**src/rtl/pkt_rate_limiter_if.sv**
```systemverilog
// Word stream: data/ctrl words qualified by a write strobe, with ready backpressure.
interface pkt_rate_limiter_if #(
    parameter int unsigned DATA_WIDTH = 64,
    parameter int unsigned CTRL_WIDTH = DATA_WIDTH / 8
);
    logic [DATA_WIDTH-1:0] data;
    logic [CTRL_WIDTH-1:0] ctrl;
    logic                  wr;
    logic                  rdy;

    modport master (output data, output ctrl, output wr, input rdy);
    modport slave  (input data, input ctrl, input wr, output rdy);
endinterface

```
**src/rtl/pkt_rate_limiter.sv**
```systemverilog
// Packet-boundary-aware token-bucket rate limiter behind a 4-deep fall-through input FIFO.
// Define PKT_RATE_LIMITER_STATS_EN to build the packet/word/drop statistics counters.
module pkt_rate_limiter #(
    parameter int unsigned DATA_WIDTH  = 64,
    parameter int unsigned CTRL_WIDTH  = DATA_WIDTH / 8,
    parameter int unsigned TOKEN_WIDTH = 16
) (
    input  logic                          clk,
    input  logic                          reset,
    pkt_rate_limiter_if.slave             in_bus,
    pkt_rate_limiter_if.master            out_bus,
    input  logic                          cfg_enable,
    input  logic [15:0]                   cfg_interval,
    input  logic [TOKEN_WIDTH-1:0]        cfg_burst,
    output logic signed [TOKEN_WIDTH-1:0] tokens,
    output logic [31:0]                   stat_pkts,
    output logic [31:0]                   stat_words,
    output logic [31:0]                   stat_drop_words
);

    localparam int unsigned Depth = 4;
    localparam int unsigned FifoW = CTRL_WIDTH + DATA_WIDTH;
    localparam int unsigned TokW1 = TOKEN_WIDTH + 1;
    localparam logic signed [TokW1-1:0] TokFloor = {2'b11, {(TOKEN_WIDTH-1){1'b0}}};

    typedef enum logic [1:0] {StIdle, StHdr, StBody} state_e;

    // ---------------- input FIFO ----------------
    logic [FifoW-1:0] mem_q [Depth];
    logic [1:0]       wr_ptr_q, rd_ptr_q;
    logic [2:0]       count_q;
    logic             fifo_empty, nearly_full, push, pop;
    logic [FifoW-1:0] head;
    logic [CTRL_WIDTH-1:0] head_ctrl;

    assign push        = in_bus.wr;
    assign fifo_empty  = (count_q == 3'd0);
    assign nearly_full = (count_q >= 3'(Depth - 1));
    assign in_bus.rdy  = !nearly_full;

    assign head          = mem_q[rd_ptr_q];
    assign head_ctrl     = head[FifoW-1:DATA_WIDTH];
    assign out_bus.data  = head[DATA_WIDTH-1:0];
    assign out_bus.ctrl  = head_ctrl;

    always_ff @(posedge clk) begin
        if (push) begin
            mem_q[wr_ptr_q] <= {in_bus.ctrl, in_bus.data};
        end
    end

    always_ff @(posedge clk) begin
        if (reset) begin
            wr_ptr_q <= 2'd0;
            rd_ptr_q <= 2'd0;
            count_q  <= 3'd0;
        end else begin
            if (push) begin
                wr_ptr_q <= wr_ptr_q + 2'd1;
            end
            if (pop) begin
                rd_ptr_q <= rd_ptr_q + 2'd1;
            end
            count_q <= count_q + 3'(push) - 3'(pop);
        end
    end

    // ---------------- packet FSM ----------------
    state_e state_q, state_d;
    logic   admit, fwd, drop;
    logic signed [TOKEN_WIDTH-1:0] tokens_q, tokens_d;

    // Admission looks at the bucket only at a packet head; in-flight packets ignore it.
    assign admit = !cfg_enable || (!tokens_q[TOKEN_WIDTH-1] && (tokens_q != '0));

    always_comb begin
        state_d = state_q;
        fwd     = 1'b0;
        drop    = 1'b0;
        if (!fifo_empty && out_bus.rdy) begin
            unique case (state_q)
                StIdle: begin
                    if (head_ctrl != '0) begin
                        if (admit) begin
                            fwd     = 1'b1;
                            state_d = StHdr;
                        end
                    end else begin
                        drop = 1'b1;
                    end
                end
                StHdr: begin
                    fwd = 1'b1;
                    if (head_ctrl == '0) begin
                        state_d = StBody;
                    end
                end
                StBody: begin
                    fwd = 1'b1;
                    if (head_ctrl != '0) begin
                        state_d = StIdle;
                    end
                end
                default: state_d = StIdle;
            endcase
        end
    end

    assign pop         = fwd || drop;
    assign out_bus.wr  = fwd;

    always_ff @(posedge clk) begin
        if (reset) begin
            state_q <= StIdle;
        end else begin
            state_q <= state_d;
        end
    end

    // ---------------- refill interval ----------------
    logic [15:0] ivl_q, ivl_last;
    logic        refill;

    assign ivl_last = (cfg_interval == 16'd0) ? 16'd0 : cfg_interval - 16'd1;
    // >= so that shrinking cfg_interval below the running count wraps immediately.
    assign refill   = (ivl_q >= ivl_last);

    always_ff @(posedge clk) begin
        if (reset) begin
            ivl_q <= 16'd0;
        end else if (refill) begin
            ivl_q <= 16'd0;
        end else begin
            ivl_q <= ivl_q + 16'd1;
        end
    end

    // ---------------- token bucket ----------------
    logic signed [TokW1-1:0] tok_sum, tok_cap;

    assign tok_sum = {tokens_q[TOKEN_WIDTH-1], tokens_q} + TokW1'(refill) - TokW1'(fwd);
    assign tok_cap = {1'b0, cfg_burst};

    always_comb begin
        tokens_d = tok_sum[TOKEN_WIDTH-1:0];
        if (!cfg_enable) begin
            tokens_d = cfg_burst;
        end else if (tok_sum > tok_cap) begin
            tokens_d = cfg_burst;
        end else if (tok_sum < TokFloor) begin
            tokens_d = {1'b1, {(TOKEN_WIDTH-1){1'b0}}};
        end
    end

    always_ff @(posedge clk) begin
        if (reset) begin
            tokens_q <= cfg_burst;
        end else begin
            tokens_q <= tokens_d;
        end
    end

    assign tokens = tokens_q;

    // ---------------- statistics ----------------
`ifdef PKT_RATE_LIMITER_STATS_EN
    logic [31:0] pkts_q, words_q, drops_q;
    logic        pkt_done;

    assign pkt_done = fwd && (state_q == StBody) && (head_ctrl != '0);

    always_ff @(posedge clk) begin
        if (reset) begin
            pkts_q  <= 32'd0;
            words_q <= 32'd0;
            drops_q <= 32'd0;
        end else begin
            if (pkt_done) begin
                pkts_q <= pkts_q + 32'd1;
            end
            if (fwd) begin
                words_q <= words_q + 32'd1;
            end
            if (drop) begin
                drops_q <= drops_q + 32'd1;
            end
        end
    end

    assign stat_pkts       = pkts_q;
    assign stat_words      = words_q;
    assign stat_drop_words = drops_q;
`else
    assign stat_pkts       = 32'd0;
    assign stat_words      = 32'd0;
    assign stat_drop_words = 32'd0;
`endif

    // Upstream must honour in_rdy; a write into a full FIFO corrupts it.
    assert property (@(posedge clk) disable iff (reset) !(in_bus.wr && count_q == 3'(Depth)));

endmodule

```
**src/flat_wrapper.sv**
```systemverilog
// flat-port wrapper written by rule: the top's interface ports become plain ports
module pkt_rate_limiter_flat 
#(
    parameter int unsigned DATA_WIDTH  = 64,
    parameter int unsigned CTRL_WIDTH  = DATA_WIDTH / 8,
    parameter int unsigned TOKEN_WIDTH = 16
)
  (clk, reset, cfg_enable, cfg_interval, cfg_burst, tokens, stat_pkts, stat_words, stat_drop_words, in_bus_data, in_bus_ctrl, in_bus_wr, in_bus_rdy, out_bus_data, out_bus_ctrl, out_bus_wr, out_bus_rdy);
  pkt_rate_limiter_if #(.DATA_WIDTH(DATA_WIDTH), .CTRL_WIDTH(CTRL_WIDTH)) in_bus_i ();
  pkt_rate_limiter_if #(.DATA_WIDTH(DATA_WIDTH), .CTRL_WIDTH(CTRL_WIDTH)) out_bus_i ();
  input  logic clk;
  input  logic reset;
  input  logic cfg_enable;
  input  logic [15:0] cfg_interval;
  input  logic [TOKEN_WIDTH-1:0] cfg_burst;
  output logic signed [TOKEN_WIDTH-1:0] tokens;
  output logic [31:0] stat_pkts;
  output logic [31:0] stat_words;
  output logic [31:0] stat_drop_words;
  input wire logic [$bits(in_bus_i.data)-1:0] in_bus_data;
  input wire logic [$bits(in_bus_i.ctrl)-1:0] in_bus_ctrl;
  input wire logic [$bits(in_bus_i.wr)-1:0] in_bus_wr;
  output wire logic [$bits(in_bus_i.rdy)-1:0] in_bus_rdy;
  output wire logic [$bits(out_bus_i.data)-1:0] out_bus_data;
  output wire logic [$bits(out_bus_i.ctrl)-1:0] out_bus_ctrl;
  output wire logic [$bits(out_bus_i.wr)-1:0] out_bus_wr;
  input wire logic [$bits(out_bus_i.rdy)-1:0] out_bus_rdy;
  assign in_bus_i.data = in_bus_data;
  assign in_bus_i.ctrl = in_bus_ctrl;
  assign in_bus_i.wr = in_bus_wr;
  assign in_bus_rdy = in_bus_i.rdy;
  assign out_bus_data = out_bus_i.data;
  assign out_bus_ctrl = out_bus_i.ctrl;
  assign out_bus_wr = out_bus_i.wr;
  assign out_bus_i.rdy = out_bus_rdy;
  pkt_rate_limiter #(.DATA_WIDTH(DATA_WIDTH), .CTRL_WIDTH(CTRL_WIDTH), .TOKEN_WIDTH(TOKEN_WIDTH)) u_core (.clk(clk), .reset(reset), .in_bus(in_bus_i), .out_bus(out_bus_i), .cfg_enable(cfg_enable), .cfg_interval(cfg_interval), .cfg_burst(cfg_burst), .tokens(tokens), .stat_pkts(stat_pkts), .stat_words(stat_words), .stat_drop_words(stat_drop_words));
endmodule
```
**config.mk**
```make
export PLATFORM = sky130hd
export DESIGN_NAME = pkt_rate_limiter_flat
export DESIGN_NICKNAME = d
export VERILOG_FILES = /design/src/rtl/pkt_rate_limiter_if.sv /design/src/rtl/pkt_rate_limiter.sv /design/src/flat_wrapper.sv
export SDC_FILE = /design/constraint.sdc
export NUM_CORES = 1
export LEC_CHECK = 0
export ABC_CLOCK_PERIOD_IN_PS = 11300
export CAP_MARGIN = 20
export CORE_MARGIN = 4
export CORE_UTILIZATION = 55
export DETAILED_ROUTE_END_ITERATION = 10
export HOLD_SLACK_MARGIN = 0.08
export PLACE_DENSITY = 0.84
export SLEW_MARGIN = 10
export SYNTH_ARGS = -nofsm -noshare
export SYNTH_HDL_FRONTEND = slang
export SYNTH_SLANG_ARGS = --single-unit
export TNS_END_PERCENT = 5
```
**constraint.sdc**
```tcl
create_clock -name clk -period 11.3 [get_ports clk]
set_input_delay 1.695 -clock clk [delete_from_list [all_inputs] [get_ports clk]]
set_output_delay 1.695 -clock clk [all_outputs]
set_load 0.05 [all_outputs]
```
==> results.md <==
* Max-Cap Viols at 0
* Tot GR Track Use at 0.201
* Setup TNS at 0 ns
* Cell count after synthesis at 946
* FMAX at 111 MHz
* Leak pwr at 6.57 nW
* Synthesized area at 14900 um^2
* Die width at 173 um
* CP Capture Type: flip-flop
* # clock sinks at 331
* Fin crit period at 9.00 ns
* CP top delay family: simple AND/OR/NAND/NOR gates
* Setup-failing EPs final at 0
* CP Data Arrival Time at 9.46 ns
* Most frequent cells in the layout: 288 x edfxtp_1, 198 x clkdlybuf4s50_1, 96 x conb_1, 72 x mux4_2, 71 x ha_1
* DRC Markers at 0
* DR vias/cell at 5.48
* First drt pass iteration count at 4
* H-tree Lvls at 2
* Hold buffers post-CTS at 0
* Cell Pwr Density at 258 nW/um^2
* Total grt overflow at 0
* Largest net degree at the start of global routing at 52
* Clk Latency, worst-skew pair at 0.53 ns
* WP buf/inv at 1
* Via count at 8377
* Initial antenna violation count at 3
* Delay of the slowest critical-path stage at 0.72 ns
* Hold-critical path depth at 1
* Starting DRT DRC Count at 508
* Post-DP Area at 17000 um^2
* Synth Area in Simple Gates at 0.0532
* Detail Route Antenna Nets at 0
* DR WL met3 at 3.03 mm
* Crit path top cell by count: ha_1
* Max VDD drop at 0.000198 V
* Ys Warns at 0
* EDFF count, synth at 288
* Share of cells above drive strength 1 at 0.114
* P&R area growth vs syn at 21.0%
* Crit path required time at 11.75 ns
* Flops & latches, synth at 331
* Port bufs at 198
* DRT Wirelength at 30.3 mm
* Fin area at 18100 um^2
* Reg2Reg Depth at 23
* CTS tree: done
* Clock Tree Root: clkbuf_16
* Clock buffer count from CTS at 36
* Die area at 29900 um^2
* Period utilisation layout at 0.797
* Number of global-route vias before repair at 8689
* M1 wire length at 11.7 mm
* Final Max Slew Viols at 0
* Register area share after synthesis at 0.636
* Post-synthesis compound-gate area fraction at 0.0432
* Number of nets in the finished design at 1348
* Largest family of logic cells by synthesized area: multiplexers
* DP HPWL at 20.0 mm
* Wirelength per Cell at 19.8 um
* Met2 wire length at 14.9 mm
* Gpl congestion at 0.850
* Worst-path maximum fanout at 17
* CTS-repair resized insts at 0
* Tightest Hold Check Type: reg -> reg
* Initial core utilization at 0.556
* Crit path launch type: primary input
* Highest routed layer: met5
* Clock transition at path regs at 0.06 ns
* Clock buffer depth at 3
* Core footprint at 26900 um^2
* I/O pins at 295
* Die Y at 173 um
* Commonest register cell after synthesis: edfxtp_1
* Synth Area in XOR/XNOR at 0.0252
* Library cells used by synthesis at 56
* First-pass GRT wire length at 47.8 mm
* Slew Limit Headroom at 0.424
* Status: finished clean
* Number of diodes at 0
* Synth Area in Adders at 0.0621
* Critical path depth in cells at 27
* Asr flop ratio synth at 0
* Critical path class: in -> reg
* Syn Area/Cell at 15.8 um^2
* Mux cell area share after synthesis at 0.111
* # Post-CTS Setup Buffers at 0
* FP Rows at 60
* RSZ-0062 raised after global routing: false
* Least-Margin Pin Slew at 0.861 ns
* Most common cell after layout, fill and taps aside: edfxtp_1
* Critical path's slowest cell: nor2_1
* Clock skew at 0.0153 ns
* Fin. Hold Viols at 0
worst register-to-register path, stage by stage (launching register included):
cell and delay [ns]:
dfxtp_4 0.61, buf_4 0.65, mux4_2 0.48, nor4_2 0.33, nand2_1 0.14, a31oi_1 0.21, nor3_1 0.12, ha_1 0.31
inv_1 0.04, ha_1 0.23, fa_1 0.43, a211o_1 0.28, nand3_1 0.15, a21oi_1 0.16, a211oi_1 0.35, o21ai_0 0.16
xor2_1 0.18, ha_1 0.33, nand3_1 0.11, or4_1 0.54, nor3_1 0.43, nor3_4 0.19, nor2_1 0.72, a22o_1 0.25
Yosys cell counts (all sizes together) (3+ instances only):
library cell	instances	area share
edfxtp	288	0.58
a31oi	4	0.0017
nor3	9	0.0038
mux4	72	0.11
and2	4	0.0017
o21ai	11	0.0037
nand2b	8	0.0033
inv	56	0.014
a21oi	21	0.0073
o211ai	3	0.0015
a22o	14	0.0082
mux2i	4	0.0027
xnor2	20	0.012
ha	71	0.059
a211oi	7	0.0035
nor3b	3	0.0015
nor2b	7	0.0029
nand3	15	0.0050
or4	3	0.0015
a211o	3	0.0018
o31a	3	0.0018
dfxtp	43	0.058
buf	111	0.053
nor2	50	0.013
or3	3	0.0013
xor2	23	0.013
nor4	7	0.0038
a21o	9	0.0045
nand4	4	0.0017
clkbuf	6	0.0015
and3	5	0.0021
nand2	34	0.0085
where the power goes:
part / internal [mW] / switching [mW] / total (mW)
registers: 1.43 / 0.0926 / 1.52
clock network: 0.640 / 0.469 / 1.11
logic: 0.784 / 1.25 / 2.03
kinds of logic after synthesis:
kind of cell	after synthesis
AND/OR/NAND/NOR	158
XOR/XNOR	43
AO/OA/AOI/OAI	91
adder cells (fa/ha/maj)	73
flip-flops	331
buffers and inverters	173
other	1
multiplexers	76
final timing paths:
path / slack (ns) / startpoint / to
setup / recovery: 2.30 / cfg_interval[3] / u_core.tokens[2]$_DFF_P_
hold / removal: 0.49 / u_core.ivl_q[0]$_SDFF_PP0_ / u_core.ivl_q[0]$_SDFF_PP0_
setup reg to reg: 3.84 / flip-flop / u_core.tokens[2]$_DFF_P_
hold reg to reg: 0.49 / u_core.ivl_q[0]$_SDFF_PP0_ / u_core.ivl_q[0]$_SDFF_PP0_
stage by stage:
stage	std cells	util	hold WS, ns	worst slack [ns]	total power, mW
2_1_floorplan	1041	-	0.437	3.37	3.05
3_3_place_gp	1469	0.631	0.460	2.09	3.53
3_5_place_dp	1469	0.631	0.476	1.82	3.57
4_1_cts	1529	0.673	0.487	2.38	4.69
5_1_grt	1529	0.673	0.521	1.73	4.92
6_report	1529	0.673	0.485	2.30	4.66
per-layer routing:
layer / GRT usage / vias to the layer above
met5: 0 / -
met4: 0.0552 / 6
met3: 0.0754 / 64
met2: 0.342 / 322
met1: 0.245 / 4134
li1: - / 3851
layout make-up:
class,instances,area (um^2)
flip-flops and latches,331,9520
inverters,56,210
repair buffers,204,2030
well taps,341,427
clock inverters,17,204
clock buffers,43,927
fillers,1826,8790
multi-input cells,537,4780
flip-flops by register name, indices dropped and copies added (netlist names), named ones only:
signal and count:
u_core.mem_q 288, u_core.ivl_q 16, u_core.tokens 16, u_core.count_q 3, u_core.rd_ptr_q 2, u_core.state_q 2, u_core.wr_ptr_q 2
Power figures use the tool's default switching activity.
